[config.mk]
export PLATFORM = sky130hd
export DESIGN_NAME = instruction_fetch
export DESIGN_NICKNAME = d
export VERILOG_FILES = /design/src/rtl/instruction_fetch.sv
export SDC_FILE = /design/constraint.sdc
export NUM_CORES = 1
export LEC_CHECK = 0
export CAP_MARGIN = 40
export CORE_ASPECT_RATIO = 1.25
export CORE_MARGIN = 5
export CORE_UTILIZATION = 35
export CTS_CLUSTER_DIAMETER = 200
export DETAILED_ROUTE_END_ITERATION = 8
export PLACE_DENSITY = 0.54
export SLEW_MARGIN = 20
export SYNTH_ARGS = -nofsm -noshare
export SYNTH_HDL_FRONTEND = slang
export SYNTH_SLANG_ARGS = --single-unit
[constraint.sdc]
create_clock -name clk -period 6.9 [get_ports clk]
set_clock_uncertainty 0.1 [all_clocks]
set_input_delay 0.69 -clock clk [delete_from_list [all_inputs] [get_ports clk]]
set_output_delay 0.69 -clock clk [all_outputs]
set_load 0.01 [all_outputs]
[src/rtl/instruction_fetch.sv]
// instruction_fetch: single-outstanding instruction fetch unit feeding a FIFO toward decode.
// Ports:
//   clk, reset_n                         clock, asynchronous active-low reset
//   imem_req/imem_addr                   fetch request and word-aligned address (valid while imem_req=1)
//   imem_gnt/imem_rvalid/imem_rdata      memory grant, read-data valid, instruction word
//   redirect_valid/redirect_pc           branch/jump redirect; flushes the queue
//   if_valid/if_ready                    queue-head handshake toward decode
//   if_instruction/if_pc                 head instruction and its address (last popped value when empty)
//   fetch_starve_cnt                     only with FETCH_PERF_CNT_EN: cycles decode was ready but starved
module instruction_fetch #(
  parameter logic [31:0] RESET_PC    = 32'h0000_0000,
  parameter int          QUEUE_DEPTH = 4
) (
  input  logic        clk,
  input  logic        reset_n,
  output logic        imem_req,
  output logic [31:0] imem_addr,
  input  logic        imem_gnt,
  input  logic        imem_rvalid,
  input  logic [31:0] imem_rdata,
  input  logic        redirect_valid,
  input  logic [31:0] redirect_pc,
  output logic        if_valid,
  input  logic        if_ready,
  output logic [31:0] if_instruction,
  output logic [31:0] if_pc
`ifdef FETCH_PERF_CNT_EN
  ,
  output logic [31:0] fetch_starve_cnt
`endif
);
  localparam int AW = $clog2(QUEUE_DEPTH);
  localparam int CW = AW + 1;
  localparam logic [CW-1:0] DEPTH = CW'(QUEUE_DEPTH);
  typedef enum logic [1:0] {IDLE, REQ, RESP, DISCARD} state_t;
  state_t        r_state, w_state_nxt;
  logic [31:0]   r_pc, w_pc_nxt, r_req_pc, r_last_pc, r_last_ins;
  logic [31:0]   r_q_pc  [QUEUE_DEPTH];
  logic [31:0]   r_q_ins [QUEUE_DEPTH];
  logic [AW-1:0] r_head, r_tail;
  logic [CW-1:0] r_count, w_count_nxt;
  logic          w_grant, w_push, w_pop;
  assign w_grant        = r_state == REQ && imem_gnt;
  // a redirect voids both the push of a coinciding response and any pop
  assign w_push         = r_state == RESP && imem_rvalid && !redirect_valid;
  assign w_pop          = if_valid && if_ready && !redirect_valid;
  assign w_count_nxt    = r_count + CW'(w_push) - CW'(w_pop);
  assign imem_req       = r_state == REQ;
  assign imem_addr      = r_pc;
  assign if_valid       = r_count != '0;
  assign if_instruction = if_valid ? r_q_ins[r_head] : r_last_ins;
  assign if_pc          = if_valid ? r_q_pc[r_head] : r_last_pc;
  assign w_pc_nxt       = redirect_valid ? {redirect_pc[31:2], 2'b00} : w_grant ? r_pc + 32'd4 : r_pc;
  // DISCARD absorbs the response of a request that was granted before a redirect;
  // once that response is seen (even alongside another redirect) nothing is outstanding.
  always_comb begin
    w_state_nxt = r_state;
    case (r_state)
      IDLE:    w_state_nxt = (!redirect_valid && r_count < DEPTH) ? REQ : IDLE;
      REQ:     w_state_nxt = redirect_valid ? (imem_gnt ? DISCARD : IDLE) : (imem_gnt ? RESP : REQ);
      RESP:    w_state_nxt = redirect_valid ? (imem_rvalid ? IDLE : DISCARD) :
                             !imem_rvalid ? RESP : (w_count_nxt < DEPTH) ? REQ : IDLE;
      DISCARD: w_state_nxt = imem_rvalid ? IDLE : DISCARD;
      default: w_state_nxt = IDLE;
    endcase
  end
  always_ff @(posedge clk or negedge reset_n) begin
    if (!reset_n) begin
      r_state    <= IDLE;
      r_pc       <= RESET_PC;
      r_req_pc   <= '0;
      r_head     <= '0;
      r_tail     <= '0;
      r_count    <= '0;
      r_last_pc  <= '0;
      r_last_ins <= '0;
    end else begin
      r_state <= w_state_nxt;
      r_pc    <= w_pc_nxt;
      if (w_grant) r_req_pc <= r_pc;
      if (w_pop) begin
        r_last_pc  <= r_q_pc[r_head];
        r_last_ins <= r_q_ins[r_head];
      end
      r_head  <= redirect_valid ? '0 : r_head + AW'(w_pop);
      r_tail  <= redirect_valid ? '0 : r_tail + AW'(w_push);
      r_count <= redirect_valid ? '0 : w_count_nxt;
    end
  end
  always_ff @(posedge clk) begin
    if (w_push) begin
      r_q_pc[r_tail]  <= r_req_pc;
      r_q_ins[r_tail] <= imem_rdata;
    end
  end
`ifdef FETCH_PERF_CNT_EN
  logic [31:0] r_starve_cnt;
  assign fetch_starve_cnt = r_starve_cnt;
  always_ff @(posedge clk or negedge reset_n) begin
    if (!reset_n) r_starve_cnt <= '0;
    else if (if_ready && !if_valid && r_starve_cnt != '1) r_starve_cnt <= r_starve_cnt + 32'd1;
  end
`endif
endmodule

==> results of run 1 <==
metal layers:
layer | vias to the layer above | track usage (%)
met1 | 4092 | 18.0
met2 | 156 | 24.2
met3 | 49 | 2.80
met5 | - | 0
met4 | 0 | 3.71
li1 | 3705 | -
critical path, stage by stage, from the launching register on:
cell             delay (ps)
dfrtp_4                 720
buf_4                   500
mux4_2                  600
mux2_2                  310
clkdlybuf4s50_1         490
cells by family after synthesis:
group                      count (synthesis)
DFF                                      379
muxes                                    189
and+or+nand+nor                          188
buffers and inverters                     54
AOI/OAI and AO/OA                         37
xor gates and xnor gates                  33
adders and majority gates                  5
other                                      1
per-stage QoR:
stage	std cells	area [µm²]	utilization [%]	power, W
floorplan	889	15500	-	0.00441
global placement	1587	17600	40.2	0.00548
detailed placement	1592	17700	40.4	0.00555
CTS	1668	19100	43.5	0.00779
global route	1672	19200	43.7	0.00807
finish	1672	19200	43.7	0.00764
registers in the layout (all words and copies together) (netlist names):
register / flops
imem_addr: 30
r_count: 3
r_tail: 2
r_last_ins: 32
r_head: 2
r_state: 2
r_q_pc: 120
r_last_pc: 30
r_req_pc: 30
r_q_ins: 128
area by class of cell:
cell class / instances / area share [%]
inverter: 8 / 0.156
tap: 572 / 3.73
clock buffer: 52 / 5.83
sequential: 379 / 55.9
timing repair buffer: 181 / 9.90
multi-input combinational: 456 / 23.2
clock inverter: 24 / 1.25
final timing paths:
path | cells after the start | to | slack [ps]
setup / recovery | 4 | if_pc[28] | 2950
hold / removal | 1 | r_last_pc[11]$_DFFE_PN0P_ | 390
setup reg to reg | 7 | r_last_pc[3]$_DFFE_PN0P_ | 3360
hold reg to reg | 1 | r_last_pc[11]$_DFFE_PN0P_ | 390
max in group asynchronous | 4 | r_count[0]$_DFF_PN0_ | 5120
min in group asynchronous | 2 | r_last_ins[21]$_DFFE_PN0P_ | 530
Yosys cell counts, drive strengths merged:
master         count  area, µm²
a21o               1       7.51
a21oi              1       5.00
and2               2       13.8
and3               5       35.0
and3b              1       10.0
and4               6       56.3
buf               30        233
clkbuf            15       56.3
clkdlybuf4s15      1       10.0
conb               1       3.75
dfrtp            131       3280
edfxtp           248       7450
fa                 1       20.0
ha                 4       50.1
inv                8       30.0
mux2             126       1480
mux2i              1       10.0
mux4              62       1400
nand2            125        484
nand3              8       52.6
nand4              6       82.6
nor2              13       56.3
nor2b              4       25.0
nor3              12       75.1
nor3b              2       15.0
nor4               3       63.8
o211a              1       10.0
o21ai             33        165
o21bai             1       7.51
or3                1       6.26
xnor2             27        236
xor2               6       52.6
power groups by stage:
stage | Combinational, W | Clock, W | Sequential, W
floorplan | 0.00136 | 0 | 0.00306
global placement | 0.00234 | 0 | 0.00315
detailed placement | 0.00240 | 0 | 0.00315
CTS | 0.00241 | 0.00227 | 0.00311
global route | 0.00254 | 0.00237 | 0.00316
finish | 0.00234 | 0.00219 | 0.00310
repair_timing:
| item | 4_1_cts | 5_1_grt |
|---|---|---|
| gates resized for setup | 0 | 0 |
| hold buffers | 0 | 1 |
| endpoints found under the hold margin | 0 | 27 |
| setup buffers | 0 | 0 |
==> impl_metrics.csv, run 1 <==
group,metric,value,unit
status,status,"finished clean",
sta,tns,0,ps
global_routing,grt_usage,14.0,%
cts,htree_levels,2,
synthesis,yosys.area_share.simple,6.31,%
detailed_routing,wire_per_inst,19.9,µm
critical_path,critical_path_class,"reg -> out",
detailed_routing,drt_iter0_drc,317,
cts,cts_buffers,41,
floorplanning,die_h,245,µm
cts,clk_pin_slew,60,ps
synthesis,synthAdderAreaFrac,0.453,%
global_routing,grt_pass1_wl,52700,µm
power_and_ir_drop,p_sw,0.00213,W
finish,antenna_cells,0,
synthesis,synth_cells,886,
sta,fin_crit_sh,57.3,%
synthesis,synth.distinct_cells,46,
detailed_routing,dr.pass1.iters,4,
cts,insertion_delay,530,ps
power_and_ir_drop,power.share.switching,27.8,%
finish,syn_to_final_growth,24.1,%
global_routing,overflow,0,
critical_path,critPathLaunchType,"register",
critical_path,worstPathArrival,3160,ps
power_and_ir_drop,powerDensity,398,nW/µm²
sta,relSlewSlack,49.5,%
power_and_ir_drop,ir_worst_vdd,0.219,mV
finish,final_layout_size_suffix_gt1_share,27.1,%
finish,nets,1142,
synthesis,ys_seq_elements,379,
detailed_routing,met3_length,1380,µm
cts,cts_tree,"done",
power_and_ir_drop,power.internal,0.00551,W
sta,worst_pin_slew,757,ps
power_and_ir_drop,leakage,6.85,nW
finish,final_cell_mix,"edfxtp_1, clkdlybuf4s50_1, dfrtp_1, nand2_1, mux2_2",
min_path,hold_class,"reg -> reg",
sta,slew_viol_final,0,
placement,portBuffers,161,
global_routing,grt_max_degree,71,
sta,setup_slack,2950,ps
synthesis,netlist_area,15500,µm²
finish,nFillCells,3911,
synthesis,synth_xor_area_share,1.87,%
sta,hold_viol,0,
floorplanning,ios,168,
detailed_routing,wl_met1,14300,µm
cts,clock_tree.root_cell,"clkbuf_16",
job,cap_viol_max_count,0,
floorplanning,die_area,48500,µm²
floorplanning,fp.dieW,198,µm
critical_path,regToRegStartpoint,"r_count[1]$_DFF_PN0_",
detailed_routing,finalWirelength,33300,µm
floorplanning,fp.coreArea,43900,µm²
critical_path,cp-end-kind,"primary output",
synthesis,ys_seq_area_share,69.3,%
critical_path,critPathMaxFanout,21,
detailed_routing,routed_via_density,4.79,
sta,whs,390,ps
sta,fmaxAchievable,0.253,GHz
detailed_routing,wl_met2,17000,µm
detailed_routing,top_layer,"met4",
power_and_ir_drop,pwr-share-comb,30.7,%
min_path,min-delay-start,"r_last_pc[11]$_DFFE_PN0P_",
placement,dp_slack,2910,ps
floorplanning,num_rows,86,
synthesis,synthMuxAreaShare,18.6,%
sta,setup_violations,0,
finish,multi_input_area,4460,µm²
floorplanning,initial_utilization,35.2,%
power_and_ir_drop,seqPwrFrac,40.6,%
global_routing,antenna_found_initial,0,
sta,rsz0062_at_grt,"no",
placement,gp_congestion,0.725,
synthesis,synth_top_family_by_area,"multiplexers",
cts,clock-sinks,379,
power_and_ir_drop,clock_power_share,28.7,%
critical_path,worst_ep_required_time,6110,ps
cts,clock_tree.buffer_depth,3,
sta,fin_crit,3950,ps
synthesis,ys_warn_count,0,
global_routing,grt_pass1_vias,8808,
finish,final_common_cell,"edfxtp_1",
synthesis,synth_compound_area_share,1.26,%
finish,seqCellArea,10700,µm²
detailed_routing,ant_nets,0,
synthesis,avgSynthCellArea,17.5,µm²
detailed_routing,vias,8002,
critical_path,startpoint,"r_head[0]$_DFF_PN0_",
placement,hpwl,20600,µm
detailed_routing,drc,0,
Power figures use the tool's default switching activity.
==> run 2: changes to the inputs <==
--- a/config.mk
+++ b/config.mk
@@ -11,7 +11,7 @@
 export CORE_UTILIZATION = 35
 export CTS_CLUSTER_DIAMETER = 200
 export DETAILED_ROUTE_END_ITERATION = 8
-export PLACE_DENSITY = 0.54
+export PLACE_DENSITY = 0.56
 export SLEW_MARGIN = 20
 export SYNTH_ARGS = -nofsm -noshare
 export SYNTH_HDL_FRONTEND = slang
==> constraint.sdc (replaced) <==
create_clock -name clk -period 3.3 [get_ports clk]
set_clock_uncertainty 0.1 [all_clocks]
set_input_delay 0.33 -clock clk [delete_from_list [all_inputs] [get_ports clk]]
set_output_delay 0.33 -clock clk [all_outputs]
set_load 0.01 [all_outputs]
==> run 2 against run 1 <==
Setup slack worse by 2700 ps. Final area is 0.38% higher. Global-route usage is 0.15 points lower. Hold slack worse by 160 ps. Via count is 0.66% lower. Combinational power is 110% higher. Register-to-register slack worse by 2400 ps. Critical path depth stayed put. Utilization is 0.17 points higher. Clock power is 110% higher. Cell count is 0.36% higher. Critical path type unchanged. Critical endpoint is now if_pc[25]. Highest routed layer unchanged.
==> impl_metrics.csv, run 2 (synthesis gave the netlist of run 1 again) <==
group,metric,value,unit
status,status,"finished clean",
floorplanning,die_area,48500,µm²
floorplanning,fp.dieW,198,µm
finish,syn_to_final_growth,24.5,%
detailed_routing,dr.pass1.iters,6,
sta,relSlewSlack,58.9,%
min_path,hold_class,"in -> reg",
sta,rsz0062_at_grt,"no",
placement,portBuffers,161,
critical_path,reg2reg_slack,920,ps
finish,nets,1147,
placement,dp_slack,443,ps
min_path,min-delay-start,"redirect_pc[16]",
floorplanning,die_h,245,µm
finish,final_layout_size_suffix_gt1_share,27.3,%
detailed_routing,routed_via_density,4.74,
sta,slew_viol_final,0,
global_routing,grt_pass1_vias,8623,
critical_path,critPathLaunchType,"register",
cts,htree_levels,2,
min_path,holdPathStages,3,
critical_path,critPathMaxFanout,20,
sta,fin_crit,3100,ps
detailed_routing,finalWirelength,33100,µm
global_routing,grt_usage,13.8,%
sta,fin_crit_sh,94.0,%
floorplanning,initial_utilization,35.2,%
floorplanning,fp.coreArea,43900,µm²
critical_path,regToRegStartpoint,"r_state[1]$_DFF_PN0_",
sta,setup_violations,0,
sta,hold_viol,0,
min_path,hold_end,"imem_addr[16]$_DFFE_PN0N_",
global_routing,grt_pass1_wl,52200,µm
cts,insertion_delay,540,ps
cts,clock-sinks,379,
power_and_ir_drop,ir_worst_vdd,0.587,mV
cts,clock_tree.buffer_depth,3,
sta,setup_slack,200,ps
finish,largest_register_ffs,128,
detailed_routing,drt_iter0_drc,305,
job,cap_viol_max_count,0,
global_routing,antenna_found_initial,0,
finish,final_cell_mix,"edfxtp_1, clkdlybuf4s50_1, dfrtp_1, nand2_1, mux2_2",
cts,cts_tree,"done",
critical_path,r2r_end,"r_state[0]$_DFF_PN0_",
global_routing,overflow,0,
placement,hpwl,19500,µm
sta,fmaxAchievable,0.323,GHz
power_and_ir_drop,leakage,6.88,nW
critical_path,worstPathArrival,2670,ps
finish,top_regs,"r_q_ins (128), r_q_pc (120), r_last_ins (32)",
sta,whs,232,ps
floorplanning,ios,168,
critical_path,critical_path_class,"reg -> out",
cts,clock_tree.root_cell,"clkbuf_16",
placement,gp_congestion,0.717,
finish,final_common_cell,"edfxtp_1",
detailed_routing,wire_per_inst,19.7,µm
power_and_ir_drop,powerDensity,829,nW/µm²
cts,cts_resized,0,
global_routing,grt_max_degree,65,
detailed_routing,ant_nets,0,
finish,top_register,"r_q_ins",
detailed_routing,drc,0,
sta,worst_pin_slew,616,ps
floorplanning,num_rows,86,
cts,cts_buffers,41,
critical_path,cp-end-kind,"primary output",
critical_path,worst_ep_required_time,2870,ps
cts,clk_pin_slew,70,ps
finish,nFillCells,3901,
detailed_routing,vias,7949,
critical_path,r2r_cells,11,
## run 2: per-layer routing
| metal | wire length, µm | vias up | GRT usage, % |
|---|---|---|---|
| li1 | - | 3711 | - |
| met1 | 14100 | 4052 | 18.1 |
| met2 | 17100 | 146 | 23.8 |
| met3 | 1290 | 40 | 2.61 |
| met4 | 597 | 0 | 3.48 |
| met5 | 0 | - | 0 |
## run 2: worst max path at each step
stage                              from                       to  slack [ps]  cells past startpoint
floorplan                redirect_valid  r_q_ins[0][0]$_DFFE_PP_        -680                      3
global placement    r_head[0]$_DFF_PN0_                if_pc[30]         440                      4
detailed placement  r_head[0]$_DFF_PN0_                if_pc[30]         440                      4
CTS                 r_head[0]$_DFF_PN0_                if_pc[30]         100                      4
global route        r_head[0]$_DFF_PN0_                if_pc[30]          60                      4
finish              r_head[0]$_DFF_PN0_                if_pc[25]         200                      4
## run 2: through the flow
| stage | total power [W] | utilization, % | std cells | setup TNS, ps | area, µm² |
|---|---|---|---|---|---|
| 2_1_floorplan | 0.00922 | - | 889 | -42190 | 15500 |
| 3_3_place_gp | 0.0115 | 40.7 | 1596 | 0 | 17900 |
| 3_5_place_dp | 0.0116 | 40.7 | 1596 | 0 | 17900 |
| 4_1_cts | 0.0163 | 43.9 | 1677 | 0 | 19300 |
| 5_1_grt | 0.0169 | 43.9 | 1677 | 0 | 19300 |
| 6_report | 0.0160 | 43.9 | 1678 | 0 | 19300 |
## run 2: power breakdown
part	internal, W	switching, W
combinational	0.00288	0.00204
clock	0.00276	0.00183
sequential	0.00595	0.000521
total	0.0116	0.00439
## run 2: layout make-up
type / count / area [µm²] / area share, %
antenna: 1 / 2.50 / 0.0130
clock buffer: 58 / 1150 / 5.97
clock inverter: 18 / 219 / 1.14
inverter: 8 / 30.0 / 0.156
multi-input combinational: 456 / 4470 / 23.2
sequential: 379 / 10700 / 55.7
tap: 572 / 716 / 3.71
timing repair buffer: 186 / 1960 / 10.1
## run 2: worst max-delay path, cell delays in order, from the launching register on
cell and delay, ps:
dfrtp_4 540, buf_12 250, mux4_2 550, mux2_2 300
clkdlybuf4s50_1 480
## run 2: repair_timing
action,CTS,global route
setup buffers,4,0
setup endpoints to repair,46,0
hold buffers,1,0
endpoints found under the hold margin,48,0
